--- config.mk ---
export PLATFORM = sky130hd
export DESIGN_NAME = mem_req_ctrl_flat
export DESIGN_NICKNAME = d
export VERILOG_FILES = /design/src/rtl/params_pkg.sv /design/src/rtl/mem_req_ctrl_if.sv /design/src/rtl/mem_req_ctrl.sv /design/src/flat_wrapper.sv
export SDC_FILE = /design/constraint.sdc
export NUM_CORES = 1
export LEC_CHECK = 0
export CORE_AREA = 2 2 107 109
export CTS_CLUSTER_SIZE = 8
export DETAILED_ROUTE_END_ITERATION = 8
export DIE_AREA = 0 0 109 111
export DONT_BUFFER_PORTS = 1
export GPL_ROUTABILITY_DRIVEN = 1
export PLACE_DENSITY = 0.62
export SLEW_MARGIN = 20
export SYNTH_ARGS = -nofsm -noshare
export SYNTH_HDL_FRONTEND = slang
export SYNTH_SLANG_ARGS = --single-unit
--- constraint.sdc ---
create_clock -name clk_i -period 3 [get_ports clk_i]
set_clock_uncertainty 0.05 [all_clocks]
set_input_delay 0.45 -clock clk_i [delete_from_list [all_inputs] [get_ports clk_i]]
set_output_delay 0.45 -clock clk_i [all_outputs]
set_load 0.02 [all_outputs]
--- src/rtl/params_pkg.sv ---
// Shared processor-wide parameters and types.
//   ADDR_WIDTH    : memory address width
//   DATA_WIDTH    : memory data width
//   access_size_t : BYTE or WORD memory access
package params_pkg;

    parameter int ADDR_WIDTH = 32;
    parameter int DATA_WIDTH = 32;

    typedef enum logic {
        BYTE = 1'b0,
        WORD = 1'b1
    } access_size_t;

endpackage

--- src/rtl/mem_req_ctrl_if.sv ---
// Request/response bus between the processor-side initiator and the
// fixed-latency instruction/data memory.
//   master : request side (drives rd/wr request, tag, address, data, size;
//            receives data_valid, data_is_instr, data)
//   slave  : memory side (mirror of master)
interface mem_req_ctrl_if #(
    parameter int ADDR_WIDTH = params_pkg::ADDR_WIDTH,
    parameter int DATA_WIDTH = params_pkg::DATA_WIDTH
);

    logic                      rd_req_valid;
    logic                      wr_req_valid;
    logic                      req_is_instr;
    logic [ADDR_WIDTH-1:0]     address;
    logic [DATA_WIDTH-1:0]     wr_data;
    params_pkg::access_size_t  access_size;
    logic                      data_valid;
    logic                      data_is_instr;
    logic [DATA_WIDTH-1:0]     data;

    modport master (
        output rd_req_valid, wr_req_valid, req_is_instr, address, wr_data, access_size,
        input  data_valid, data_is_instr, data
    );

    modport slave (
        input  rd_req_valid, wr_req_valid, req_is_instr, address, wr_data, access_size,
        output data_valid, data_is_instr, data
    );

endinterface

--- src/rtl/mem_req_ctrl.sv ---
// Processor-side initiator for the fixed-latency instruction/data memory.
// Arbitrates between instruction fetch (IF) and load/store (D) clients,
// issues one registered memory request per cycle, routes in-order responses
// back by their is_instr tag and flags protocol errors.
//   clk_i, rst_i        : clock, asynchronous active-low reset
//   if_*                : fetch request (WORD read) / response
//   d_*                 : load/store request / load response / store done
//   err_o               : sticky [0] timeout, [1] unexpected response,
//                         [2] load and store requested together
//   mem                 : memory bus (master side)
module mem_req_ctrl #(
    parameter int ADDR_WIDTH = params_pkg::ADDR_WIDTH,
    parameter int DATA_WIDTH = params_pkg::DATA_WIDTH,
    parameter int TIMEOUT    = 32
) (
    input  logic                     clk_i,
    input  logic                     rst_i,

    input  logic                     if_req_valid_i,
    input  logic [ADDR_WIDTH-1:0]    if_addr_i,
    output logic                     if_req_ready_o,
    output logic                     if_resp_valid_o,
    output logic [DATA_WIDTH-1:0]    if_resp_data_o,

    input  logic                     d_rd_req_i,
    input  logic                     d_wr_req_i,
    input  logic [ADDR_WIDTH-1:0]    d_addr_i,
    input  logic [DATA_WIDTH-1:0]    d_wr_data_i,
    input  params_pkg::access_size_t d_access_size_i,
    output logic                     d_req_ready_o,
    output logic                     d_resp_valid_o,
    output logic [DATA_WIDTH-1:0]    d_resp_data_o,
    output logic                     d_wr_done_o,

    output logic [2:0]               err_o,

    mem_req_ctrl_if.master           mem
);

    localparam int CW = $clog2(TIMEOUT + 1);

    typedef enum logic {
        IDLE = 1'b0,
        WAIT = 1'b1
    } client_state_t;

    client_state_t            if_state;
    client_state_t            d_state;
    logic [CW-1:0]            if_cnt;
    logic [CW-1:0]            d_cnt;
    logic                     rr_d;      // 1: D wins the next contended cycle
    params_pkg::access_size_t d_size_q;  // size of the outstanding load

    logic if_elig;
    logic d_elig;
    logic grant_if;
    logic grant_d;
    logic rsp_if;
    logic rsp_d;

    always_comb begin
        if_elig  = if_req_valid_i & (if_state == IDLE);
        d_elig   = (d_rd_req_i | d_wr_req_i) & (d_state == IDLE);
        grant_if = if_elig & (~d_elig | ~rr_d);
        grant_d  = d_elig & (~if_elig | rr_d);
        rsp_if   = mem.data_valid & mem.data_is_instr;
        rsp_d    = mem.data_valid & ~mem.data_is_instr;
    end

    // Eligibility already requires IDLE, so the grant is the ready.
    assign if_req_ready_o = grant_if;
    assign d_req_ready_o  = grant_d;

    always_ff @(posedge clk_i or negedge rst_i) begin
        if (!rst_i) begin
            if_state         <= IDLE;
            d_state          <= IDLE;
            if_cnt           <= '0;
            d_cnt            <= '0;
            rr_d             <= 1'b0;
            d_size_q         <= params_pkg::BYTE;
            mem.rd_req_valid <= 1'b0;
            mem.wr_req_valid <= 1'b0;
            mem.req_is_instr <= 1'b0;
            mem.address      <= '0;
            mem.wr_data      <= '0;
            mem.access_size  <= params_pkg::BYTE;
            if_resp_valid_o  <= 1'b0;
            if_resp_data_o   <= '0;
            d_resp_valid_o   <= 1'b0;
            d_resp_data_o    <= '0;
            d_wr_done_o      <= 1'b0;
            err_o            <= '0;
        end else begin
            // Single-cycle pulses default low every cycle.
            mem.rd_req_valid <= 1'b0;
            mem.wr_req_valid <= 1'b0;
            mem.req_is_instr <= 1'b0;
            mem.address      <= '0;
            mem.wr_data      <= '0;
            mem.access_size  <= params_pkg::BYTE;
            if_resp_valid_o  <= 1'b0;
            if_resp_data_o   <= '0;
            d_resp_valid_o   <= 1'b0;
            d_resp_data_o    <= '0;
            d_wr_done_o      <= 1'b0;

            // Issue
            if (grant_if) begin
                mem.rd_req_valid <= 1'b1;
                mem.req_is_instr <= 1'b1;
                mem.address      <= if_addr_i;
                mem.access_size  <= params_pkg::WORD;
            end else if (grant_d) begin
                // A simultaneous load+store request is issued as the store.
                mem.rd_req_valid <= ~d_wr_req_i;
                mem.wr_req_valid <= d_wr_req_i;
                mem.address      <= d_addr_i;
                mem.wr_data      <= d_wr_req_i ? d_wr_data_i : '0;
                mem.access_size  <= d_access_size_i;
                d_wr_done_o      <= d_wr_req_i;
                if (d_rd_req_i && d_wr_req_i) begin
                    err_o[2] <= 1'b1;
                end
            end

            if (if_elig && d_elig) begin
                rr_d <= ~rr_d;
            end

            // IF client
            case (if_state)
                IDLE: begin
                    if (rsp_if) begin
                        err_o[1] <= 1'b1;
                    end
                    if (grant_if) begin
                        if_state <= WAIT;
                        if_cnt   <= '0;
                    end
                end
                WAIT: begin
                    if (rsp_if) begin
                        if_resp_valid_o <= 1'b1;
                        if_resp_data_o  <= mem.data;
                        if_state        <= IDLE;
                    end else if (if_cnt == CW'(TIMEOUT - 1)) begin
                        err_o[0] <= 1'b1;
                        if_state <= IDLE;
                    end else begin
                        if_cnt <= if_cnt + 1'b1;
                    end
                end
                default: if_state <= IDLE;
            endcase

            // D client: stores are posted and never enter WAIT.
            case (d_state)
                IDLE: begin
                    if (rsp_d) begin
                        err_o[1] <= 1'b1;
                    end
                    if (grant_d && !d_wr_req_i) begin
                        d_state  <= WAIT;
                        d_cnt    <= '0;
                        d_size_q <= d_access_size_i;
                    end
                end
                WAIT: begin
                    if (rsp_d) begin
                        d_resp_valid_o <= 1'b1;
                        d_resp_data_o  <= (d_size_q == params_pkg::BYTE)
                                        ? DATA_WIDTH'(mem.data[7:0]) : mem.data;
                        d_state        <= IDLE;
                    end else if (d_cnt == CW'(TIMEOUT - 1)) begin
                        err_o[0] <= 1'b1;
                        d_state  <= IDLE;
                    end else begin
                        d_cnt <= d_cnt + 1'b1;
                    end
                end
                default: d_state <= IDLE;
            endcase
        end
    end

endmodule
--- src/flat_wrapper.sv ---
// flat-port wrapper written by rule: the top's interface ports become plain ports
module mem_req_ctrl_flat 
#(
    parameter int ADDR_WIDTH = params_pkg::ADDR_WIDTH,
    parameter int DATA_WIDTH = params_pkg::DATA_WIDTH,
    parameter int TIMEOUT    = 32
)
  (clk_i, rst_i, if_req_valid_i, if_addr_i, if_req_ready_o, if_resp_valid_o, if_resp_data_o, d_rd_req_i, d_wr_req_i, d_addr_i, d_wr_data_i, d_access_size_i, d_req_ready_o, d_resp_valid_o, d_resp_data_o, d_wr_done_o, err_o, mem_rd_req_valid, mem_wr_req_valid, mem_req_is_instr, mem_address, mem_wr_data, mem_access_size, mem_data_valid, mem_data_is_instr, mem_data);
  mem_req_ctrl_if #(.ADDR_WIDTH(ADDR_WIDTH), .DATA_WIDTH(DATA_WIDTH)) mem_i ();
  input  logic clk_i;
  input  logic rst_i;
  input  logic if_req_valid_i;
  input  logic [ADDR_WIDTH-1:0] if_addr_i;
  output logic if_req_ready_o;
  output logic if_resp_valid_o;
  output logic [DATA_WIDTH-1:0] if_resp_data_o;
  input  logic d_rd_req_i;
  input  logic d_wr_req_i;
  input  logic [ADDR_WIDTH-1:0] d_addr_i;
  input  logic [DATA_WIDTH-1:0] d_wr_data_i;
  input  params_pkg::access_size_t d_access_size_i;
  output logic d_req_ready_o;
  output logic d_resp_valid_o;
  output logic [DATA_WIDTH-1:0] d_resp_data_o;
  output logic d_wr_done_o;
  output logic [2:0] err_o;
  output wire logic [$bits(mem_i.rd_req_valid)-1:0] mem_rd_req_valid;
  output wire logic [$bits(mem_i.wr_req_valid)-1:0] mem_wr_req_valid;
  output wire logic [$bits(mem_i.req_is_instr)-1:0] mem_req_is_instr;
  output wire logic [$bits(mem_i.address)-1:0] mem_address;
  output wire logic [$bits(mem_i.wr_data)-1:0] mem_wr_data;
  output wire logic [$bits(mem_i.access_size)-1:0] mem_access_size;
  input wire logic [$bits(mem_i.data_valid)-1:0] mem_data_valid;
  input wire logic [$bits(mem_i.data_is_instr)-1:0] mem_data_is_instr;
  input wire logic [$bits(mem_i.data)-1:0] mem_data;
  assign mem_rd_req_valid = mem_i.rd_req_valid;
  assign mem_wr_req_valid = mem_i.wr_req_valid;
  assign mem_req_is_instr = mem_i.req_is_instr;
  assign mem_address = mem_i.address;
  assign mem_wr_data = mem_i.wr_data;
  assign mem_access_size = mem_i.access_size;
  assign mem_i.data_valid = mem_data_valid;
  assign mem_i.data_is_instr = mem_data_is_instr;
  assign mem_i.data = mem_data;
  mem_req_ctrl #(.ADDR_WIDTH(ADDR_WIDTH), .DATA_WIDTH(DATA_WIDTH), .TIMEOUT(TIMEOUT)) u_core (.clk_i(clk_i), .rst_i(rst_i), .if_req_valid_i(if_req_valid_i), .if_addr_i(if_addr_i), .if_req_ready_o(if_req_ready_o), .if_resp_valid_o(if_resp_valid_o), .if_resp_data_o(if_resp_data_o), .d_rd_req_i(d_rd_req_i), .d_wr_req_i(d_wr_req_i), .d_addr_i(d_addr_i), .d_wr_data_i(d_wr_data_i), .d_access_size_i(d_access_size_i), .d_req_ready_o(d_req_ready_o), .d_resp_valid_o(d_resp_valid_o), .d_resp_data_o(d_resp_data_o), .d_wr_done_o(d_wr_done_o), .err_o(err_o), .mem(mem_i));
endmodule
# Word level (Yosys, flattened, before mapping)
# Index checks and enable logic that the tools add are counted.
[word_totals]
in_bits = 136
regBits = 153
[classes]
muxes = 46
n_eq_ne = 8
bitwise = 17
addsub = 2
n_reduce_logical = 8
[ops]
columns = ["cell", "n"]
rows = [
  ["2-to-1 mux 32 bit", 10],
  ["2-to-1 mux 6 bit", 6],
  ["2-to-1 mux 1 bit", 26],
  ["one-hot mux 6 bit (2 select lines)", 2],
  ["adder 6 x 1 -> 6 bit (second input constant)", 2],
  ["equality test 6 x 5 -> 1 bit (second input constant)", 2],
  ["inequality test 2 bit (second input constant)", 6],
  ["AND reduction 3 bit", 3],
  ["inverter 1 bit", 8],
  ["bitwise AND 1 bit", 6],
  ["one-hot mux 1 bit (2 select lines)", 2],
  ["logical AND 1 bit", 3],
  ["bitwise OR 1 bit", 3],
  ["AND reduction 2 bit", 1],
  ["logical NOT 1 bit", 1],
]

# Depth between registers and ports, before layout
[logic_depth]
ltp_word = 8
mapped_depth = 5
mapped_depth_nobuf = 5

# Worst setup path before layout
# OpenSTA, ideal clock, no wires.
[synth_timing]
path_type = "input to output"
start = "input if_req_valid_i"
end = "output if_req_ready_o"
stages = 4
slack_ps = 1379
t_required_ps = 2500
arrival_ps = 1121
cell_sequence = "or2b_1 a21o_4 inv_8 buf_12"
[synth_via]
elab_chain_cells = 2
[synth_lines]
columns = ["element", "line", "rtl"]
rows = [
  ["start: declaration", "flat_wrapper.sv:12", "input logic if_req_valid_i;"],
  ["bitwise AND 1 bit", "mem_req_ctrl.sv:62", "if_elig = if_req_valid_i & (if_state == IDLE);"],
  ["bitwise AND 1 bit", "mem_req_ctrl.sv:64", "grant_if = if_elig & (~d_elig | ~rr_d);"],
  ["end: declaration", "flat_wrapper.sv:14", "output logic if_req_ready_o;"],
]
# No other way between the ends.

# Final worst setup path
[layout_timing]
start = "register u_core.d_state"
end = "output if_req_ready_o"
[layout_via]
elab_chain_cells = 5
[layout_lines]
columns = ["element", "line", "rtl"]
rows = [
  ["start: declaration", "mem_req_ctrl.sv:48", "client_state_t d_state;"],
  ["start signal: assignment", "mem_req_ctrl.sv:77", "d_state <= IDLE;"],
  ["start signal: assignment", "mem_req_ctrl.sv:164", "d_state <= WAIT;"],
  ["start signal: assignment", "mem_req_ctrl.sv:174", "d_state <= IDLE;"],
  ["inverter 1 bit (no source line)", "--", ""],
  ["bitwise AND 1 bit", "mem_req_ctrl.sv:63", "d_elig = (d_rd_req_i | d_wr_req_i) & (d_state == IDLE);"],
  ["inverter 1 bit", "mem_req_ctrl.sv:64", ""],
  ["bitwise OR 1 bit", "mem_req_ctrl.sv:64", ""],
  ["bitwise AND 1 bit", "mem_req_ctrl.sv:64", ""],
]
# No other way between the ends.

==> qor.yml <==
clock_network:
  cts_setup_buffers: 0
  cts-htree-levels: 4
  clockBufferDepth: 2
  cts_tree: "built"
  clk-insertion-delay-late_ps: 400
  cts_root_buffer: "clkbuf_16"
  cts_sinks: 153
  clk_pin_slew_ps: 60
  numCtsBuffers: 17
detailed_routing:
  drc: 0
  final_antenna_net_count: 0
  wire_per_inst_um: 19.7
  viasPerCell: 5.36
  finalWirelength_um: 10600
  first_iter_violations: 206
  vias: 2883
  firstDrtPassIters: 4
sta:
  min_period_over_period_pct: 76.5
  fin_setup_tns_ps: 0
  hold_violations: 153
  fmax_mhz: 436
  whs_ps: -314
  maxSlewHeadroom_pct: 38.7
  setup_violations: 0
  finalMaxSlewViolations: 0
  final.min_clock_period_ps: 2290
  tightest_slew_ps: 919
  rsz0062_at_grt: "false"
global_routing:
  grt_pass1_vias: 2929
  overflow: 0
  grt_util_all_layers_pct: 18.0
  grt_pass1_wl_um: 16500
  grt_max_degree: 154
  antenna_found_initial: 0
placed_design:
  place_inst: 506
  numPortBuffers: 0
  hpwl_um: 7480
  gp_congestion: 0.787
logic_synthesis:
  async_flop_share_pct: 100
  ys_ff_latch: 153
  netlist.area_leader.share_pct: 71.1
  synth_cell_types: 43
  synth_top_cell_by_area: "dfrtp_1"
  syn_inst: 379
  synthesis.area_sq_um: 5390
  netlist_top_cells_area: "dfrtp_1 71%, and2_1 10%, a22o_1 4.4%"
  synth-edff-count: 0
  yosys_warnings: 0
  synth_area_per_cell_sq_um: 14.2
  synth-main-ff-cell: "dfrtp_1"
  syn_nets: 517
  synth_common_cells: "153 x dfrtp_1, 88 x and2_1, 27 x a22o_1, 12 x nand2_1"
  seq_area_frac_synth_pct: 71.1
  yosysMostFrequentCell: "dfrtp_1"
finish:
  fin_cells: 538
  multi_input_area_sq_um: 1400
  final_nets: 520
  fill_cells: 890
  drive_gt1_share_pct: 11.9
  areaGrowthSynthToFinish_pct: 12.0
  fin_util_pct: 54.4
  final-seq-area_sq_um: 3830
  num_antenna_cells: 0
worst_setup_path:
  critPathCaptureType: "output pin"
  reg2reg_slack_ps: 1000
  reg2reg_to: "u_core.mem.address[15]"
  worst_setup_path_start_kind: "flip-flop"
  reg2reg_depth: 5
  slowest_delay_ps: 700
  timing.rr.start: "u_core.d_state"
  crit_slowest_cell: "dfrtp_1"
  critical_path_class: "reg -> out"
  cp_data_arrival_time_ps: 1790
  worstPathCellList: "o21ba_4, a21o_4, inv_8"
  crit_path_max_fanout: 37
  required_ps: 2500
min_path:
  hold_class: "in -> async"
floorplan:
  io_pins: 276
  fp.dieH_um: 111
  start_util_pct: 48.6
  core.rowCount: 39
  core_area_sq_um: 11100
  die_x_um: 109
  die_area_sq_um: 12100
status:
  status: "complete, but fails checks"
  violations: "hold timing"
pwr:
  ir_worst_vdd_mv: 0.466
  p_leak_nw: 2.99
  p_per_area_nw_per_um2: 940
flow_run:
  maxCapViolCount: 0
area by class of cell:
class                   instances  share of cell area [%]
well taps                     143                    2.97
repair buffers                  2                   0.249
flip-flops and latches        153                    63.5
multi-input cells             203                    23.3
clock inverters                14                    2.30
inverters                       5                   0.436
clock buffers                  18                    7.28
where the power goes:
group / total (mW) / internal (mW) / switching [mW]
Clock: 2.04 / 1.18 / 0.856
Combinational: 0.634 / 0.286 / 0.348
Sequential: 2.99 / 2.41 / 0.586
per-layer routing:
metal / wire [um] / up-vias / track usage [%]
met5: 0 / - / 0
met3: 1050 / 10 / 8.29
met1: 3870 / 1444 / 22.1
li1: - / 1278 / -
met4: 133 / 0 / 4.96
met2: 5520 / 151 / 28.7
how the worst max path moves through the flow:
| stage | startpoint | endpoint | slack, ps | depth (start not counted) |
|---|---|---|---|---|
| floorplan | if_req_valid_i | if_req_ready_o | 1380 | 4 |
| global placement | u_core.d_state | u_core.mem.address[3] | 1110 | 5 |
| detailed placement | u_core.d_state | u_core.mem.address[15] | 1020 | 5 |
| CTS | u_core.d_state | if_req_ready_o | 670 | 3 |
| global route | u_core.d_state | if_req_ready_o | 570 | 3 |
| finish | u_core.d_state | if_req_ready_o | 710 | 3 |
critical path: cells and delay by family, from the launching register on:
family	cells	cell delay, ps
AOI/OAI and AO/OA	2	490
buffers and inverters	1	180
DFF	1	700
placed cells by master (no fill, tap or decap), types with 2 or more instances in the layout:
cell type   synthesis  layout
nor3_1              5       5
inv_6               0       3
inv_8               1       3
clkbuf_16           0      17
and3_1             10      10
clkinvlp_4          0       5
inv_1               4       4
nand2_1            12      12
a21oi_1             3       3
nand3_1             4       4
mux2i_1             5       5
a22o_2              5       5
nor3b_2             2       2
nand2b_1            2       2
ha_1                2       2
buf_4               2       2
nand4_1             3       3
o211ai_1            2       2
o21ai_0             3       3
nor2_1              8       8
a21o_1              2       2
clkinv_4            0       2
dfrtp_1           153     153
a22o_1             27      27
and2_1             88      88
o31ai_1             2       2
logic make-up after synthesis:
logic type / count (synthesis) / share of synthesized area [%]
XOR/XNOR: 1 / 0.163
AO/OA/AOI/OAI: 52 / 8.48
flip-flops: 153 / 71.1
multiplexers: 5 / 0.929
buffers and inverters: 23 / 2.86
AND/OR/NAND/NOR: 143 / 16.0
adder cells (fa/ha/maj): 2 / 0.465
sequential cells by signal (all words and copies together), names as in the netlist:
register                 count
u_core.mem.wr_req_valid      1
u_core.d_resp_valid_o        1
u_core.err_o                 3
u_core.d_size_q              1
u_core.rr_d                  1
u_core.mem.access_size       1
u_core.mem.wr_data          32
u_core.mem.req_is_instr      1
u_core.if_resp_data_o       32
u_core.if_resp_valid_o       1
u_core.mem.address          32
u_core.if_cnt                6
u_core.d_resp_data_o        32
u_core.d_cnt                 6
u_core.mem.rd_req_valid      1
u_core.d_state               1
u_core.if_state              1
timing repair:
item | CTS | global route
hold endpoints to repair | 153 | 153
endpoints found under the setup margin | 0 | 0
gates resized for setup | 0 | 0
through the flow:
stage | power (mW) | hold slack, ps | setup slack, ps | cell area, sq um
floorplan | 3.55 | 104 | 1380 | 5390
global placement | 3.64 | 107 | 1110 | 5450
detailed placement | 3.68 | 107 | 1020 | 5450
CTS | 5.74 | -333 | 675 | 6030
global route | 5.98 | -348 | 573 | 6030
finish | 5.67 | -314 | 706 | 6030
Note: power is estimated with default switching activity, not from simulation.
